<file path="config.mk">
export PLATFORM = sky130hd
export DESIGN_NAME = inst_fetch_unit_flat
export DESIGN_NICKNAME = d
export VERILOG_FILES = /design/src/rtl/inst_fetch_unit_pkg.sv /design/src/rtl/inst_fetch_unit_if.sv /design/src/rtl/inst_fetch_unit_sync_fifo.sv /design/src/rtl/inst_fetch_unit.sv /design/src/flat_wrapper.sv
export SDC_FILE = /design/constraint.sdc
export NUM_CORES = 1
export LEC_CHECK = 0
export BUFFER_PORTS_ARGS = -buffer_cell sky130_fd_sc_hd__clkbuf_2
export CAP_MARGIN = 20
export CELL_PAD_IN_SITES_DETAIL_PLACEMENT = 2
export CELL_PAD_IN_SITES_GLOBAL_PLACEMENT = 2
export CORE_MARGIN = 5
export CORE_UTILIZATION = 38
export DETAILED_ROUTE_END_ITERATION = 12
export HOLD_SLACK_MARGIN = 0.08
export PLACE_DENSITY = 0.73
export SLEW_MARGIN = 5
export SYNTH_ARGS = -nofsm -noshare
export SYNTH_HDL_FRONTEND = slang
export SYNTH_SLANG_ARGS = --single-unit
</file>
<file path="constraint.sdc">
create_clock -name clk -period 3.05 [get_ports clk]
set_input_delay 0.4575 -clock clk [delete_from_list [all_inputs] [get_ports clk]]
set_output_delay 0.4575 -clock clk [all_outputs]
set_load 0.01 [all_outputs]
</file>
<file path="src/rtl/inst_fetch_unit_pkg.sv">
`default_nettype none
// ============================================================================
// Module : inst_fetch_unit_pkg
// Brief  : Shared widths and FSM encodings for the instruction-fetch front end.
// Rev    : 1.0  initial release
// ============================================================================
package inst_fetch_unit_pkg;

    localparam int DEF_ADDR_W    = 32;
    localparam int DEF_DATA_W    = 32;
    localparam int DEF_DEPTH     = 4;
    localparam int DEF_MAX_OUTST = 4;

    typedef enum logic [1:0] {
        S_RUN   = 2'd0,
        S_DRAIN = 2'd1,
        S_HALT  = 2'd2
    } fetch_state_t;

endpackage
`default_nettype wire

</file>
<file path="src/rtl/inst_fetch_unit_if.sv">
`default_nettype none
// ============================================================================
// Module : inst_fetch_unit_if
// Brief  : Memory request/response, decode hand-off and control bundle.
// Rev    : 1.0  initial release
// ============================================================================
interface inst_fetch_unit_if #(
    parameter int ADDR_W = 32,
    parameter int DATA_W = 32
);
    logic              imem_req_valid;
    logic              imem_req_ready;
    logic [ADDR_W-1:0] imem_req_addr;
    logic              imem_rsp_valid;
    logic [DATA_W-1:0] imem_rsp_data;
    logic              inst_valid;
    logic              inst_ready;
    logic [DATA_W-1:0] inst_data;
    logic [ADDR_W-1:0] inst_pc;
    logic              redirect_valid;
    logic [ADDR_W-1:0] redirect_pc;
    logic              halt_req;
    logic              halted;

    modport master (
        output imem_req_valid, imem_req_addr,
        input  imem_req_ready, imem_rsp_valid, imem_rsp_data,
        output inst_valid, inst_data, inst_pc,
        input  inst_ready, redirect_valid, redirect_pc, halt_req,
        output halted
    );

    modport slave (
        input  imem_req_valid, imem_req_addr,
        output imem_req_ready, imem_rsp_valid, imem_rsp_data,
        input  inst_valid, inst_data, inst_pc,
        output inst_ready, redirect_valid, redirect_pc, halt_req,
        input  halted
    );
endinterface
`default_nettype wire

</file>
<file path="src/rtl/inst_fetch_unit_sync_fifo.sv">
`default_nettype none
// ============================================================================
// Module : inst_fetch_unit_sync_fifo
// Brief  : Registered prefetch FIFO with flush; head is visible the cycle after push.
// Rev    : 1.0  initial release
// ============================================================================
module inst_fetch_unit_sync_fifo #(
    parameter int WIDTH = 64,
    parameter int DEPTH = 4
) (
    input  logic                       clk,
    input  logic                       rst,
    input  logic                       push,
    input  logic [WIDTH-1:0]           din,
    input  logic                       pop,
    input  logic                       flush,
    output logic [WIDTH-1:0]           dout,
    output logic [$clog2(DEPTH+1)-1:0] count,
    output logic                       full,
    output logic                       empty
);
    localparam int AW = $clog2(DEPTH);
    localparam int CW = $clog2(DEPTH + 1);

    logic [WIDTH-1:0] r_mem [DEPTH];
    logic [AW-1:0]    r_wr_ptr;
    logic [AW-1:0]    r_rd_ptr;
    logic [CW-1:0]    r_count;
    logic             w_do_push;
    logic             w_do_pop;

    // A full FIFO still accepts a push when the head leaves in the same cycle.
    assign w_do_push = push & (~full | pop);
    assign w_do_pop  = pop & ~empty;

    always_ff @(posedge clk) begin
        if (rst || flush) begin
            r_wr_ptr <= '0;
            r_rd_ptr <= '0;
            r_count  <= '0;
        end else begin
            if (w_do_push) r_wr_ptr <= r_wr_ptr + AW'(1);
            if (w_do_pop)  r_rd_ptr <= r_rd_ptr + AW'(1);
            r_count <= r_count + CW'(w_do_push) - CW'(w_do_pop);
        end
    end

    always_ff @(posedge clk) begin
        if (w_do_push) r_mem[r_wr_ptr] <= din;
    end

    assign dout  = r_mem[r_rd_ptr];
    assign count = r_count;
    assign full  = (r_count == CW'(DEPTH));
    assign empty = (r_count == '0);

endmodule
`default_nettype wire

</file>
<file path="src/rtl/inst_fetch_unit.sv">
`default_nettype none
// ============================================================================
// Module : inst_fetch_unit
// Brief  : Decoupled fetch front end: PC, credit-based issue, redirect/discard, halt.
// Rev    : 1.0  initial release
// ============================================================================
module inst_fetch_unit
    import inst_fetch_unit_pkg::*;
#(
    parameter int                ADDR_W    = DEF_ADDR_W,
    parameter int                DATA_W    = DEF_DATA_W,
    parameter int                DEPTH     = DEF_DEPTH,
    parameter int                MAX_OUTST = DEF_MAX_OUTST,
    parameter logic [ADDR_W-1:0] RESET_PC  = '0
) (
    input  logic              clk,
    input  logic              rst,
    inst_fetch_unit_if.master bus
);
    localparam int CW = $clog2(DEPTH + 1);
    localparam int OW = $clog2(MAX_OUTST + 1);
    localparam int SW = CW + 1;
    localparam int FW = ADDR_W + DATA_W;

    fetch_state_t      r_state;
    fetch_state_t      w_state_next;
    logic [ADDR_W-1:0] r_fetch_pc;
    logic [ADDR_W-1:0] r_rsp_pc;
    logic [OW-1:0]     r_outst;
    logic [OW-1:0]     r_discard;
    logic [OW-1:0]     w_outst_next;
    logic [CW-1:0]     w_fifo_count;
    logic [FW-1:0]     w_fifo_rd;
    logic              w_fifo_full;
    logic              w_fifo_empty;
    logic              w_issue;
    logic              w_accept;
    logic              w_rsp;
    logic              w_keep;
    logic              w_pop;
    logic              w_credit_ok;

    assign w_rsp        = bus.imem_rsp_valid;
    assign w_accept     = w_issue & bus.imem_req_ready;
    assign w_keep       = w_rsp & ~bus.redirect_valid & (r_discard == '0);
    assign w_pop        = ~w_fifo_empty & bus.inst_ready;
    assign w_outst_next = r_outst + OW'(w_accept) - OW'(w_rsp);
    assign w_credit_ok  = ((SW'(w_fifo_count) + SW'(r_outst)) < SW'(DEPTH))
                        & (r_outst < OW'(MAX_OUTST));

    always_comb begin
        w_state_next = r_state;
        w_issue      = 1'b0;
        case (r_state)
            S_RUN: begin
                w_issue = ~rst & ~bus.halt_req & ~bus.redirect_valid & w_credit_ok;
                if (bus.halt_req) w_state_next = S_DRAIN;
            end
            S_DRAIN: begin
                if (!bus.halt_req)      w_state_next = S_RUN;
                else if (r_outst == '0) w_state_next = S_HALT;
            end
            S_HALT: begin
                if (!bus.halt_req) w_state_next = S_RUN;
            end
            default: w_state_next = S_RUN;
        endcase
    end

    always_ff @(posedge clk) begin
        if (rst) r_state <= S_RUN;
        else     r_state <= w_state_next;
    end

    always_ff @(posedge clk) begin
        if (rst) begin
            r_fetch_pc <= RESET_PC;
            r_rsp_pc   <= RESET_PC;
            r_outst    <= '0;
            r_discard  <= '0;
        end else begin
            r_outst <= w_outst_next;
            if (bus.redirect_valid) begin
                r_fetch_pc <= bus.redirect_pc;
                r_rsp_pc   <= bus.redirect_pc;
                // Every request still in flight after this edge is stale; older
                // pending discards are already part of that outstanding count.
                r_discard  <= w_outst_next;
            end else begin
                if (w_accept) r_fetch_pc <= r_fetch_pc + ADDR_W'(1);
                if (w_rsp) begin
                    if (r_discard != '0) r_discard <= r_discard - OW'(1);
                    else                 r_rsp_pc  <= r_rsp_pc + ADDR_W'(1);
                end
            end
        end
    end

    inst_fetch_unit_sync_fifo #(
        .WIDTH (FW),
        .DEPTH (DEPTH)
    ) u_fifo (
        .clk   (clk),
        .rst   (rst),
        .push  (w_keep),
        .din   ({r_rsp_pc, bus.imem_rsp_data}),
        .pop   (w_pop),
        .flush (bus.redirect_valid),
        .dout  (w_fifo_rd),
        .count (w_fifo_count),
        .full  (w_fifo_full),
        .empty (w_fifo_empty)
    );

    assign bus.imem_req_valid        = w_issue;
    assign bus.imem_req_addr         = r_fetch_pc;
    assign bus.inst_valid            = ~w_fifo_empty;
    assign {bus.inst_pc, bus.inst_data} = w_fifo_rd;
    assign bus.halted                = (r_state == S_HALT);

    always_ff @(posedge clk) begin
        if (!rst) begin
            assert (r_outst <= OW'(MAX_OUTST));
            assert (!(w_rsp && (r_outst == '0)));
            assert (!(w_rsp && w_fifo_full));
        end
    end

endmodule
`default_nettype wire

</file>
<file path="src/flat_wrapper.sv">
// flat-port wrapper written by rule: the top's interface ports become plain ports
module inst_fetch_unit_flat import inst_fetch_unit_pkg::*;
#(
    parameter int                ADDR_W    = DEF_ADDR_W,
    parameter int                DATA_W    = DEF_DATA_W,
    parameter int                DEPTH     = DEF_DEPTH,
    parameter int                MAX_OUTST = DEF_MAX_OUTST,
    parameter logic [ADDR_W-1:0] RESET_PC  = '0
)
  (clk, rst, bus_imem_req_valid, bus_imem_req_addr, bus_imem_req_ready, bus_imem_rsp_valid, bus_imem_rsp_data, bus_inst_valid, bus_inst_data, bus_inst_pc, bus_inst_ready, bus_redirect_valid, bus_redirect_pc, bus_halt_req, bus_halted);
  inst_fetch_unit_if #(.ADDR_W(ADDR_W), .DATA_W(DATA_W)) bus_i ();
  input  logic clk;
  input  logic rst;
  output wire logic [$bits(bus_i.imem_req_valid)-1:0] bus_imem_req_valid;
  output wire logic [$bits(bus_i.imem_req_addr)-1:0] bus_imem_req_addr;
  input wire logic [$bits(bus_i.imem_req_ready)-1:0] bus_imem_req_ready;
  input wire logic [$bits(bus_i.imem_rsp_valid)-1:0] bus_imem_rsp_valid;
  input wire logic [$bits(bus_i.imem_rsp_data)-1:0] bus_imem_rsp_data;
  output wire logic [$bits(bus_i.inst_valid)-1:0] bus_inst_valid;
  output wire logic [$bits(bus_i.inst_data)-1:0] bus_inst_data;
  output wire logic [$bits(bus_i.inst_pc)-1:0] bus_inst_pc;
  input wire logic [$bits(bus_i.inst_ready)-1:0] bus_inst_ready;
  input wire logic [$bits(bus_i.redirect_valid)-1:0] bus_redirect_valid;
  input wire logic [$bits(bus_i.redirect_pc)-1:0] bus_redirect_pc;
  input wire logic [$bits(bus_i.halt_req)-1:0] bus_halt_req;
  output wire logic [$bits(bus_i.halted)-1:0] bus_halted;
  assign bus_imem_req_valid = bus_i.imem_req_valid;
  assign bus_imem_req_addr = bus_i.imem_req_addr;
  assign bus_i.imem_req_ready = bus_imem_req_ready;
  assign bus_i.imem_rsp_valid = bus_imem_rsp_valid;
  assign bus_i.imem_rsp_data = bus_imem_rsp_data;
  assign bus_inst_valid = bus_i.inst_valid;
  assign bus_inst_data = bus_i.inst_data;
  assign bus_inst_pc = bus_i.inst_pc;
  assign bus_i.inst_ready = bus_inst_ready;
  assign bus_i.redirect_valid = bus_redirect_valid;
  assign bus_i.redirect_pc = bus_redirect_pc;
  assign bus_i.halt_req = bus_halt_req;
  assign bus_halted = bus_i.halted;
  inst_fetch_unit #(.ADDR_W(ADDR_W), .DATA_W(DATA_W), .DEPTH(DEPTH), .MAX_OUTST(MAX_OUTST), .RESET_PC(RESET_PC)) u_core (.clk(clk), .rst(rst), .bus(bus_i));
endmodule
</file>
Word level (Yosys, flattened, before mapping)
Memories as Yosys holds them, arrays and structs flattened. A register that Yosys moved wholly into a read port is not among the register bits.
Cells that the tools add are included.
W data, S select, Z words.
{ "word_totals": {"ram_bits": 256, "elab_cells": 74, "input_bits": 71, "register_bits": 79, "output_inout_bits": 99, "mem_count": 1} }
{ "op_classes": {"n_bitwise": 16, "reduce_logical": 12, "add_sub_neg": 10, "order_cmp": 2, "mux": 18, "n_eq_ne": 7} }
{ "memory_table": {"columns": ["memory", "depth", "word_bits", "read_ports", "rd_clocked_by_memory_dff", "wr", "line_no", "source"], "rows": [
  ["u_core.u_fifo.r_mem", 4, 64, 1, 1, 1, "inst_fetch_unit_sync_fifo.sv:25", "logic [WIDTH-1:0] r_mem [DEPTH];"]
]} }
{ "ops": {"columns": ["cell", "count"], "rows": [
  ["$mux W32", 5],
  ["$add A32 B1 Y32 const B", 2],
  ["$mux W2", 6],
  ["$and A1 B1 Y1", 10],
  ["$logic_not A3 Y1", 3],
  ["$mux W3", 3],
  ["$add A3 B1 Y3", 2],
  ["$ne A2 B2 Y1 const B", 3],
  ["$pmux W2 S3", 1],
  ["$reduce_bool A2 Y1", 3],
  ["$sub A3 B1 Y3", 2],
  ["$not A1 Y1", 5],
  ["$add A2 B1 Y2 const B", 2],
  ["$add A3 B3 Y4", 1],
  ["$lt A4 B3 Y1 const B", 1],
  ["$reduce_and A2 Y1", 2],
  ["$eq A3 B3 Y1 const B", 1],
  ["$lt A3 B3 Y1 const B", 1],
  ["$mux W1", 3],
  ["$ne A3 B2 Y1 const B", 1],
  ["$reduce_and A3 Y1", 1],
  ["$reduce_bool A3 Y1", 1],
  ["$sub A3 B1 Y3 const B", 1],
  ["$eq A2 B1 Y1 const B", 1],
  ["4 further kinds", 4]
]} }

Depth between registers and ports, before layout
{ "depth": {"depth_word": 9, "mapped_depth": 13} }

Cells and area by module
A second synthesis with hierarchy kept.
{ "unflattened": {"cells_unflattened": 895, "hier_area_um2": 13767.0} }
{ "modules_own_cells": {"columns": ["mod", "area_each_um2", "cells_each", "n_inst", "seq_area_each_um2"], "rows": [
  ["inst_fetch_unit_sync_fifo", 9686.8, 384, 1, 7867.5],
  ["inst_fetch_unit", 4080.2, 511, 1, 1441.4]
]} }

Worst setup path after synthesis
Ideal clock, no wire load.
{ "synth_path": {"path_kind": "reg-to-reg", "start": "register u_core.r_discard[0]", "end": "memory u_core.u_fifo.r_mem[1][0], enable pin", "t_required_ns": 2.621, "path_stages_with_launch": 6, "path_buffers": 0, "arrival_time_ns": 2.874, "path_slack_ns": -0.253, "cell_sequence": "dfxtp_1 > inv_1 > ha_1 > nand3b_1 > nor3_1 > and2_1"} }
{ "synth_via": {"elab_chain_len": 5} }
{ "synth_lines": {"columns": ["element", "line_no", "source"], "rows": [
  ["start: declaration", "inst_fetch_unit.sv:30", "logic [OW-1:0] r_discard;"],
  ["start signal: assignment", "inst_fetch_unit.sv:88", "r_discard <= w_outst_next;"],
  ["start signal: assignment", "inst_fetch_unit.sv:92", "if (r_discard != '0) r_discard <= r_discard - OW'(1);"],
  ["$logic_not A3 Y1", "inst_fetch_unit.sv:45", "assign w_keep = w_rsp & ~bus.redirect_valid & (r_discard == '0);"],
  ["$and A1 B1 Y1", "inst_fetch_unit.sv:45", null],
  ["$and A1 B1 Y1", "inst_fetch_unit_sync_fifo.sv:33", "assign w_do_push = push & (~full | pop);"],
  ["$mux W1", "inst_fetch_unit_sync_fifo.sv:49", "if (w_do_push) r_mem[r_wr_ptr] <= din;"],
  ["$mux W1 (not written as such)", "inst_fetch_unit_sync_fifo.sv:49", null],
  ["end: declaration", "inst_fetch_unit_sync_fifo.sv:25", null]
]} }
Every way passes these cells.

Worst setup path in the final report
{ "layout_path": {"start": "register u_core.r_outst[2]", "end": "register u_core.r_discard[2]"} }
{ "layout_via": {"elab_chain_len": 9, "word_cells_on_any_way": 10, "cone_classes": "add/sub: 3; order compare: 2; mux: 2; bitwise: 3"} }
{ "layout_lines": {"columns": ["element", "line_no", "source"], "rows": [
  ["start: declaration", "inst_fetch_unit.sv:29", "logic [OW-1:0] r_outst;"],
  ["start signal: assignment", "inst_fetch_unit.sv:82", "r_outst <= w_outst_next;"],
  ["$add A3 B3 Y4", "inst_fetch_unit.sv:48", "assign w_credit_ok = ((SW'(w_fifo_count) + SW'(r_outst)) < SW'(DEPTH))"],
  ["$lt A4 B3 Y1", "inst_fetch_unit.sv:48", null],
  ["$and A1 B1 Y1", "inst_fetch_unit.sv:49", "& (r_outst < OW'(MAX_OUTST));"],
  ["$and A1 B1 Y1", "inst_fetch_unit.sv:56", "w_issue = ~rst & ~bus.halt_req & ~bus.redirect_valid & w_credit_ok;"],
  ["$mux W1", "inst_fetch_unit.sv:54", "case (r_state)"],
  ["$and A1 B1 Y1", "inst_fetch_unit.sv:44", "assign w_accept = w_issue & bus.imem_req_ready;"],
  ["$add A3 B1 Y3 *", "inst_fetch_unit.sv:47", "assign w_outst_next = r_outst + OW'(w_accept) - OW'(w_rsp);"],
  ["$sub A3 B1 Y3 *", "inst_fetch_unit.sv:47", null],
  ["$mux W3 *", "inst_fetch_unit.sv:83", "if (bus.redirect_valid) begin"]
]} }
Mark *: on every way between the ends. The rest lies on a longest branch, timed or not.
A chain may end at the register's enable or synchronous reset.

==> run summary <==
commonest cells after routing, fill and taps aside: 256 x edfxtp_1, 169 x clkbuf_2, 79 x dfxtp_1, 64 x mux4_2, 58 x nand2_1
Yosys Warn Count: 0
Leak Pwr: 0.005635 uW
number of hold buffers added after cts: 0
kind of critical path: flip-flop to flip-flop
final WL: 40,650 um
vias in the first global route: 9,705
Synth Area per Inst: 15.25 um2
gpl congestion: 0.8067
Hold WS: 0.1703 ns
unrepaired setup endpoints after global routing: no
setup_tns: 0 ns
synthesized area: 13,910 um2
number of diodes: 0
Final Util: 45.63%
Tightest Pin Transition: 0.8668 ns
Yosys reg bits: 337
Critical Path Sink Type: flip-flop
post-route ant nets: 0
Die ar.: 40,520 um2
r2r setup slk: 0.34 ns
Worst Hold Depth: 1
slowest stage cell, crit path: dfxtp_1
ys async rst share: 0%
outcome: finished, final reports clean
num rows: 70
Iter 0 DRT Violations: 506
die width: 201.3 um
Critical R2R Capture: u_core.r_discard[2]$_SDFFE_PP0P_
vias per cell: 5.522
Root Driver: clkbuf_16
Final period util: 88.95%
nets@finish: 1,188
total I/O pin count: 170
Syn Nets: 999
DPL Wire Length: 28,370 um
Synth area leaders: edfxtp_1 55%, dfxtp_1 12%, mux4_2 10%, xnor2_1 2.0%, nand2_1 1.6%
Core Area: 36,350 um2
HP Start: bus_imem_rsp_data[8]
largest net degree at the start of global routing: 65
FF-to-FF path depth: 13
Post-Syn Instances: 912
Required @ worst endpoint: 3.44 ns
area growth from synthesis to layout: 19.27%
Hold Vio Cnt, Final: 0
PwrDens: 626.4 nW/um2
crit path time final: 2.713 ns
Pins Over Slew Limit: 0
Synth cell types: 62
Yosys top cell by area: edfxtp_1
die height: 201.3 um
max_cap viols: 0
Total Routing Usage GR: 19.82%
top-area cell type share of the netlist area: 55.28%
top_reg_cell synth: edfxtp_1
Post-DP Area: 15,450 um2
Layout Skew: 0.02305 ns
crit path cell chain: ha_1 -> nor4_4 -> nand3_2 -> or2_2 -> inv_1 -> ha_1 -> inv_1 -> fa_1 -> xor2_1 -> xnor2_1 -> nor2_1 -> nor2_1 -> a21oi_1
Slowest Stage Delay on Critical Path: 0.43 ns
CP max FO: 5
initial antenna violation count: 1
WHS Endpoint: u_core.u_fifo.r_mem[2][8]$_DFFE_PP_
Hold Crit Class: input port to flip-flop
Peak VDD IR: 0.3279 mV
layout cells sized above 1: 28.17%
reg2reg start: u_core.r_outst[2]$_SDFF_PP0_
Setup Buffers After CTS: 0
grt total ovfl: 0
post-cts resize count: 0
most common cell after layout, fill and taps aside: edfxtp_1
clock buffer depth: 3
FMAX: 368.6 MHz
Critical Path AT: 3.10 ns
crit-path leading delay family: simple AND/OR/NAND/NOR gates
worst path bufs/invs: 2
clock latency on the worst-skew pair: 0.52 ns
relative slew slack: 42.00%
initial core utilization: 38.26%
DRC Markers: 0
final setup violation count: 0
Startpoint Class: flip-flop
port bufs: 169
clock slew at reported path FFs: 0.06 ns
WL per Instance: 25.46 um
first-pass GRT wire length: 62,350 um
register area share after synthesis: 66.94%
post-route cell area: 16,590 um2
H-Tree Depth: 2
cts bufs inserted: 38
CTS tree: done
clk sinks: 337
first drt pass iteration count: 4
number of enable flip-flop cells after synthesis: 256
vias: 8,818
[cell usage after synthesis (12+ instances only)]
master and number:
edfxtp_1 256, dfxtp_1 81, mux4_2 64, nand2_1 58
nor2_1 41, xnor2_1 31, nand3_1 30, clkbuf_1 24
nor3_1 24, inv_1 23, nor4_1 23, nand4_1 20
a21boi_0 19, a21oi_1 18, ha_1 14, o21ai_0 13
xor2_1 13, and2_1 12
[worst register-to-register path, stage by stage (launching register included)]
cell and delay (ns):
dfxtp_1 0.43, ha_1 0.30, nor4_4 0.24, nand3_2 0.12, or2_2 0.33, inv_1 0.09
ha_1 0.14, inv_1 0.05, fa_1 0.37, xor2_1 0.17, xnor2_1 0.13, nor2_1 0.07
nor2_1 0.13, a21oi_1 0.05
[metal layers]
layer,track usage (%),vias to the layer above,routed length (um)
met5,0,-,0
met4,4.077,0,744
met3,3.497,53,1933
met2,32.18,230,19430
met1,28.35,4570,18550
li1,-,3965,-
[through the flow]
stage	total power (uW)	setup slack (ns)	std cells
detailed placement	6268	0.3042	1529
global placement	6212	0.3502	1529
finish	10390	0.3371	1597
global route	10840	0.1304	1597
floorplan	5812	0.3795	912
CTS	10550	0.2974	1597
[cell type report]
type | count | area [um2]
clock buffers | 54 | 1042
clock inverters | 14 | 95.09
fillers | 3494 | 19760
inverters | 24 | 90.09
multi-input cells | 508 | 4328
flip-flops and latches | 337 | 9314
well taps | 468 | 585.6
repair buffers | 192 | 1131
[worst max path at each step]
stage                                          start                                 to  slack [ns]  cells after the start
CTS                     u_core.r_outst[2]$_SDFF_PP0_   u_core.r_discard[2]$_SDFFE_PP0P_        0.30                     13
floorplan           u_core.r_discard[0]$_SDFFE_PP0P_  u_core.u_fifo.count[2]$_SDFF_PP0_        0.38                     12
global route            u_core.r_outst[2]$_SDFF_PP0_   u_core.r_discard[2]$_SDFFE_PP0P_        0.13                     13
finish                  u_core.r_outst[2]$_SDFF_PP0_   u_core.r_discard[2]$_SDFFE_PP0P_        0.34                     13
detailed placement                               rst   u_core.r_discard[2]$_SDFFE_PP0P_        0.30                     13
global placement                                 rst   u_core.r_discard[2]$_SDFFE_PP0P_        0.35                     13
[power by group]
part           internal [uW]  total (uW)  switching, uW
Combinational            364         868            504
Clock                   2460        4240           1770
Sequential              5110        5290            177
Total                   7940       10400           2450
[cell families after synthesis]
logic type / count (synthesis) / synth area share (%)
DFF: 337 / 66.94
and+or+nand+nor: 269 / 10.56
AOI/OAI and AO/OA: 109 / 5.399
muxes: 70 / 10.81
buffers and inverters: 67 / 1.970
xor gates and xnor gates: 44 / 2.771
adders and majority gates: 16 / 1.548
[state kept, by name (all words and copies together), names as in the netlist, named ones only]
register                  count
u_core.u_fifo.r_mem         256
u_core.bus.imem_req_addr     32
u_core.r_rsp_pc              32
u_core.r_discard              3
u_core.r_outst                3
u_core.u_fifo.count           3
u_core.r_state                2
u_core.u_fifo.r_rd_ptr        2
u_core.u_fifo.r_wr_ptr        2
Note: power is estimated with default switching activity, not from simulation.
